File: src/rtl/hex_scan.sv
// Multiplexed hex display scanner; oDIG/oAN are registered and update one edge after each prescaler tick.
// No backpressure: iLOAD is always accepted. Leading-zero blanking is enabled by defining HEX_SCAN_LZB_EN.
module hex_scan #(
  parameter int DIGITS   = 4,
  parameter int PRESCALE = 50000
) (
  input  logic                  iCLK,
  input  logic                  iRST,
  input  logic [4*DIGITS-1:0]   iDATA,
  input  logic                  iLOAD,
  output logic [3:0]            oDIG,
  output logic [DIGITS-1:0]     oAN,
  output logic                  oPEND
);

  localparam int CW = $clog2(PRESCALE);
  localparam int IW = $clog2(DIGITS);
  localparam logic [CW-1:0] CNT_MAX = CW'(PRESCALE - 1);
  localparam logic [IW-1:0] IDX_MAX = IW'(DIGITS - 1);

  logic [CW-1:0]         cnt;
  logic [IW-1:0]         idx;
  logic [IW-1:0]         idxN;
  logic [4*DIGITS-1:0]   shadow;
  logic [4*DIGITS-1:0]   disp;
  logic [4*DIGITS-1:0]   dispN;
  logic                  pend;
  logic                  tick;
  logic                  commit;
  logic [3:0]            digN;
  logic [DIGITS-1:0]     anN;

  assign tick   = (cnt == CNT_MAX);
  assign idxN   = (idx == IDX_MAX) ? '0 : idx + IW'(1);
  assign commit = tick && (idxN == '0) && pend;
  assign dispN  = commit ? shadow : disp;
  assign oPEND  = pend;

  always_comb begin
    digN = 4'h0;
    anN  = '1;
    for (int k = 0; k < DIGITS; k++) begin
      if (idxN == IW'(k)) begin
        digN   = dispN[4*k +: 4];
        anN[k] = 1'b0;
      end
    end
`ifdef HEX_SCAN_LZB_EN
    begin : lzb
      logic blank;
      blank = (idxN != '0);
      // Any nonzero nibble at or above the active digit keeps it lit.
      for (int k = 0; k < DIGITS; k++) begin
        if ((IW'(k) >= idxN) && (dispN[4*k +: 4] != 4'h0)) begin
          blank = 1'b0;
        end
      end
      if (blank) begin
        anN = '1;
      end
    end
`endif
  end

  always_ff @(posedge iCLK or posedge iRST) begin
    if (iRST) begin
      cnt    <= '0;
      idx    <= '0;
      shadow <= '0;
      disp   <= '0;
      pend   <= 1'b0;
      oDIG   <= 4'h0;
      oAN    <= '1;
    end else begin
      cnt  <= tick ? '0 : cnt + CW'(1);
      disp <= dispN;
      if (tick) begin
        idx  <= idxN;
        oDIG <= digN;
        oAN  <= anN;
      end
      // A load on the commit edge re-arms pend; the committed frame uses the old shadow.
      if (iLOAD) begin
        shadow <= iDATA;
        pend   <= 1'b1;
      end else if (commit) begin
        pend <= 1'b0;
      end
    end
  end

endmodule
File: config.mk
export PLATFORM = sky130hd
export DESIGN_NAME = hex_scan
export DESIGN_NICKNAME = d
export VERILOG_FILES = /design/src/rtl/hex_scan.sv
export SDC_FILE = /design/constraint.sdc
export NUM_CORES = 1
export LEC_CHECK = 0
export ABC_CLOCK_PERIOD_IN_PS = 6500
export CAP_MARGIN = 20
export CORE_ASPECT_RATIO = 0.8
export CORE_MARGIN = 2
export CORE_UTILIZATION = 60
export DETAILED_ROUTE_END_ITERATION = 10
export MAX_ROUTING_LAYER = met4
export PLACE_DENSITY = 0.92
export SYNTH_ARGS = -nofsm -noshare
export SYNTH_HDL_FRONTEND = slang
export SYNTH_SLANG_ARGS = --single-unit
File: constraint.sdc
create_clock -name iCLK -period 6.5 [get_ports iCLK]
set_clock_uncertainty 0.05 [all_clocks]
set_input_delay 1.3 -clock iCLK [delete_from_list [all_inputs] [get_ports iCLK]]
set_output_delay 1.3 -clock iCLK [all_outputs]
set_load 0.005 [all_outputs]
# --- After elaboration in Yosys (flattened, before gate mapping) ---
# Index checks and enable logic that the tools add are counted.
word_totals:
  ff_bits: 59
  inputBits: 19
  output_inout_bits: 9
  word_cells: 31
classes:
  add_sub_neg: 2
  n_eq_ne: 5
  mux: 13
  n_reduce_logical: 4
op_table:
  columns: ["operator", "count"]
  rows:
  - ["two-way mux 16 bit", 2]
  - ["adder 16 x 1 -> 16 bit (second input constant)", 1]
  - ["== test 16 bit (second input constant)", 1]
  - ["two-way mux 4 bit", 4]
  - ["== test 2 bit (second input constant)", 3]
  - ["two-way mux 1 bit", 6]
  - ["adder 2 x 1 -> 2 bit (second input constant)", 1]
  - ["== test 2 x 1 -> 1 bit (second input constant)", 1]
  - ["logical AND 1 bit", 2]
  - ["logical NOT 2 bit", 1]
  - ["two-way mux 2 bit", 1]
  - ["nonzero test 2 bit", 1]

# --- Longest topological paths before layout ---
depth:
  ltp_word: 10
  mapped_depth: 8
  depth_no_buf: 7

# --- Worst setup path after synthesis ---
# Ideal clock, no wire load.
synth_timing:
  path_kind: "input port to flip-flop"
  from: "in iLOAD"
  to: "reg shadow[10]"
  setup_ns: 0.125
  t_arrival_ns: 2.284
  t_required_ns: 6.325
  path_slack_ns: 4.041
  path_stages: 3
  path_buffers: 2
  cell_sequence: "clkbuf_1 buf_1 mux2_2"
synth_lines:
  columns: ["item", "line", "source"]
  rows:
  - ["start, declared", "10", "input logic iLOAD,"]
  - ["end signal, assigned", "84", "shadow <= iDATA;"]
  - ["end, declared", "24", "logic [4*DIGITS-1:0] shadow;"]
# No word-level cell between the ends.

# --- Final worst setup path ---
layout_timing:
  from: "reg oAN[1]"
  to: "out oAN[1]"
layout_lines:
  columns: ["item", "line", "source"]
  rows:
  - ["start, declared", "12", "output logic [DIGITS-1:0] oAN,"]
  - ["start signal, assigned", "80", "oAN <= anN;"]
# No word-level cell between the ends.

==> run_results.csv <==
group,metric,value,unit
timing,max_freq,367,MHz
placement,hpwl,3690,µm
grt,grt_usage,26.4,%
die,die_w,79.8,µm
die,fp.coreArea,4510,µm²
timing,worst_slack,3.77,ns
setup_path,rrSetupSlack,3.92,ns
die,rows,22,
grt,grt_overflow,0,
run,maxCapViolCount,0,
placement,place_ws,3.62,ns
detailed_routing,drt_first_pass_iters,4,
die,initial_core_util,61.1,%
timing,slew_headroom,49.4,%
detailed_routing,drtIter0Drc,185,
cts,holdBufCountCts,0,
status,outcome,"complete, no violations",
logic_synthesis,synth_ff_type,"dfrtp_1",
logic_synthesis,synthMuxAreaShare,10.2,%
timing,rsz0062_at_grt,"false",
logic_synthesis,synthSimpleGateAreaFrac,16.2,%
timing,finalMaxSlewViolations,0,
cts,ctsLongestPathBuffers,2,
logic_synthesis,ys_warn_count,0,
logic_synthesis,synth_top_area_share,49.9,%
logic_synthesis,avgSynthCellArea,11.1,µm²
cts,cts_htree_levels,3,
logic_synthesis,yosysTopAreaCell,"dfrtp_1",
setup_path,cpPeakStageDelay,0.52,ns
setup_path,required,5.15,ns
finish,diodes,0,
placement,dpl.cell_count,326,
logic_synthesis,syn_nets,274,
timing,finalHoldWorstSlack,0.436,ns
detailed_routing,via_per_inst,5.92,
finish,drive_gt1_share,17.7,%
setup_path,path_max_fanout,2,
grt,grt_max_degree,60,
logic_synthesis,synth_edf_count,0,
placement,port_buffers,27,
timing,worst_pin_slew,0.757,ns
logic_synthesis,synthDistinctLibCells,43,
setup_path,reg2reg_from,"cnt[4]",
setup_path,cp_cell_sequence,"clkdlybuf4s50_1",
setup_path,critPathTopFamily,"flip-flops",
cts,cts_tree,"built",
power,max-vdd-ir-drop,0.000158,V
logic_synthesis,synth_fa_ha_area_share,2.72,%
logic_synthesis,yosys_register_bits,59,
finish,final_util,72.3,%
grt,antenna_found_initial,0,
finish,stdcell_count,342,
setup_path,slowest_stage,"dfstp_2",
logic_synthesis,yosysMostFrequentCell,"dfrtp_1",
timing,min_period,2.73,ns
logic_synthesis,synthArstFlopShare,100,%
logic_synthesis,synthTopCellsByCount,"dfrtp_1 (55), nand2_1 (37), mux2_2 (25), nand3_1 (14), o21ai_0 (14)",
setup_path,reg2reg_to,"oDIG[2]",
grt,grt_pass1_vias,2060,
cts,clk_latency,0.35,ns
cts,cts_buffers,9,
placement,gp_congestion,0.806,
die,die_h,64.7,µm
timing,timing.setup.tns,0,ns
timing,finalSetupViolations,0,
logic_synthesis,yosysSeqAreaShare,53.7,%
die,die-area,5160,µm²
detailed_routing,wirelength,5720,µm
setup_path,reg2regPathDepth,5,
setup_path,setup.worst_path.start,"oAN[1]",
finish,area_growth,18.3,%
setup_path,endpoint_kind,"primary output",
cts,path_clk_slew,0.06,ns
logic_synthesis,synth_compound_area_share,10.2,%
detailed_routing,vias,2025,
cts,cts_sinks,59,
logic_synthesis,netlist_area,2760,µm²
finish,num-fill-cells,325,
cts,post-cts-setup-buffer-count,0,
setup_path,cp.arrival,1.38,ns
setup_path,cp-start-kind,"flop",
logic_synthesis,synth_area_leaders,"dfrtp_1 (50%), mux2_2 (10%), nand2_1 (5.0%)",
die,io_pins,28,
logic_synthesis,synth_top_family_by_area,"simple AND/OR/NAND/NOR gates",
timing,fin_crit_sh,42.0,%
hold_path,hold_class,"reg -> reg",
finish,layout.nets,302,
timing,finalHoldViolCount,0,
grt,grt_pass1_wl,9940,µm
setup_path,critPathBufInv,1,
cts,cts_resized,0,
power,power.leakage,1.39,nW
logic_synthesis,synthXorXnorAreaFrac,3.81,%
setup_path,crit_end,"oAN[1]",
cts,root_buffer,"clkbuf_8",
power,cellPowerDensity,237,nW/µm²
detailed_routing,drc,0,
setup_path,path_class,"reg -> out",
detailed_routing,wl_per_cell,16.7,µm
setup_path,cp.depth,1,
logic_synthesis,synthCells,249,
detailed_routing,postRouteAntennaNets,0,
==> cells in the final DEF, fill, tap and decap left out, drive strengths merged, types with 2 or more instances in the layout <==
cell | netlist | layout
nand4 | 5 | 5
a21o | 4 | 4
clkinv | 0 | 2
clkdlybuf4s50 | 0 | 27
and3 | 4 | 4
xor2 | 7 | 7
o21ai | 14 | 14
mux2 | 25 | 25
o211ai | 3 | 3
a311o | 3 | 3
clkbuf | 7 | 11
nor2 | 10 | 10
and2 | 3 | 3
a32oi | 3 | 3
nor4 | 2 | 2
dfstp | 4 | 4
xnor2 | 5 | 5
buf | 5 | 2
ha | 6 | 6
inv | 6 | 6
a21oi | 4 | 4
a211oi | 3 | 3
nand2 | 37 | 37
nor2b | 2 | 2
nor3 | 2 | 2
nand3 | 14 | 14
a31oi | 3 | 3
bufinv | 0 | 2
dfrtp | 55 | 55
==> kinds of logic (layout without fill, tap and decap cells) <==
| group | Yosys count | count (layout) |
|---|---|---|
| buf+inv | 18 | 51 |
| fa+ha+maj | 6 | 6 |
| simple gates | 87 | 87 |
| xor+xnor | 12 | 12 |
| mux | 25 | 25 |
| flops | 59 | 59 |
| compound gates | 42 | 42 |
==> flip-flops by register name (all words and copies together), names as in the netlist <==
| name | flops |
|---|---|
| shadow | 16 |
| oPEND | 1 |
| idx | 2 |
| disp | 16 |
| oAN | 4 |
| oDIG | 4 |
| cnt | 16 |
==> metrics by stage <==
step	total power, mW	instance area, µm²
global placement	0.421	3050
finish	0.773	3260
detailed placement	0.424	3050
global route	0.802	3260
CTS	0.778	3260
floorplan	0.406	2760
==> area by class of cell <==
type	count	area [µm²]	area share, %
Sequential cell	59	1480	45.4
Inverter	6	22.5	0.690
Timing Repair Buffer	29	285	8.74
Tap cell	60	75.1	2.30
Clock buffer	11	131	4.03
Multi-Input combinational cell	172	1190	36.5
Clock inverter	5	77.6	2.38
==> layer usage <==
metal | GRT usage, % | wire length [µm] | part of all wire, % | vias up
met5 | - | 0 | 0 | -
met2 | 38.6 | 2730 | 48 | 79
met3 | 7.94 | 420 | 7.3 | 9
met1 | 35.6 | 2480 | 43 | 990
li1 | - | - | - | 947
met4 | 9.32 | 87 | 1.5 | 0
==> power by group <==
group	switching, mW	total [mW]	internal (mW)	leakage, nW
logic	0.0127	0.0316	0.0189	0.536
registers	0.00773	0.385	0.377	0.754
clock network	0.142	0.356	0.215	0.103
total	0.162	0.773	0.611	1.39
==> worst min path at each step <==
| stage | startpoint | endpoint | slack [ns] | cells after the start |
|---|---|---|---|---|
| after CTS | oAN[2] | oAN[2] | 0.44 | 2 |
| after global routing | disp[4] | disp[4] | 0.46 | 1 |
| after detailed placement | oAN[2] | oAN[2] | 0.43 | 2 |
| after global placement | oAN[2] | oAN[2] | 0.42 | 2 |
| final | oAN[2] | oAN[2] | 0.44 | 2 |
| after floorplan | cnt[0] | cnt[0] | 0.40 | 1 |
(Power assumes the default switching activity.)
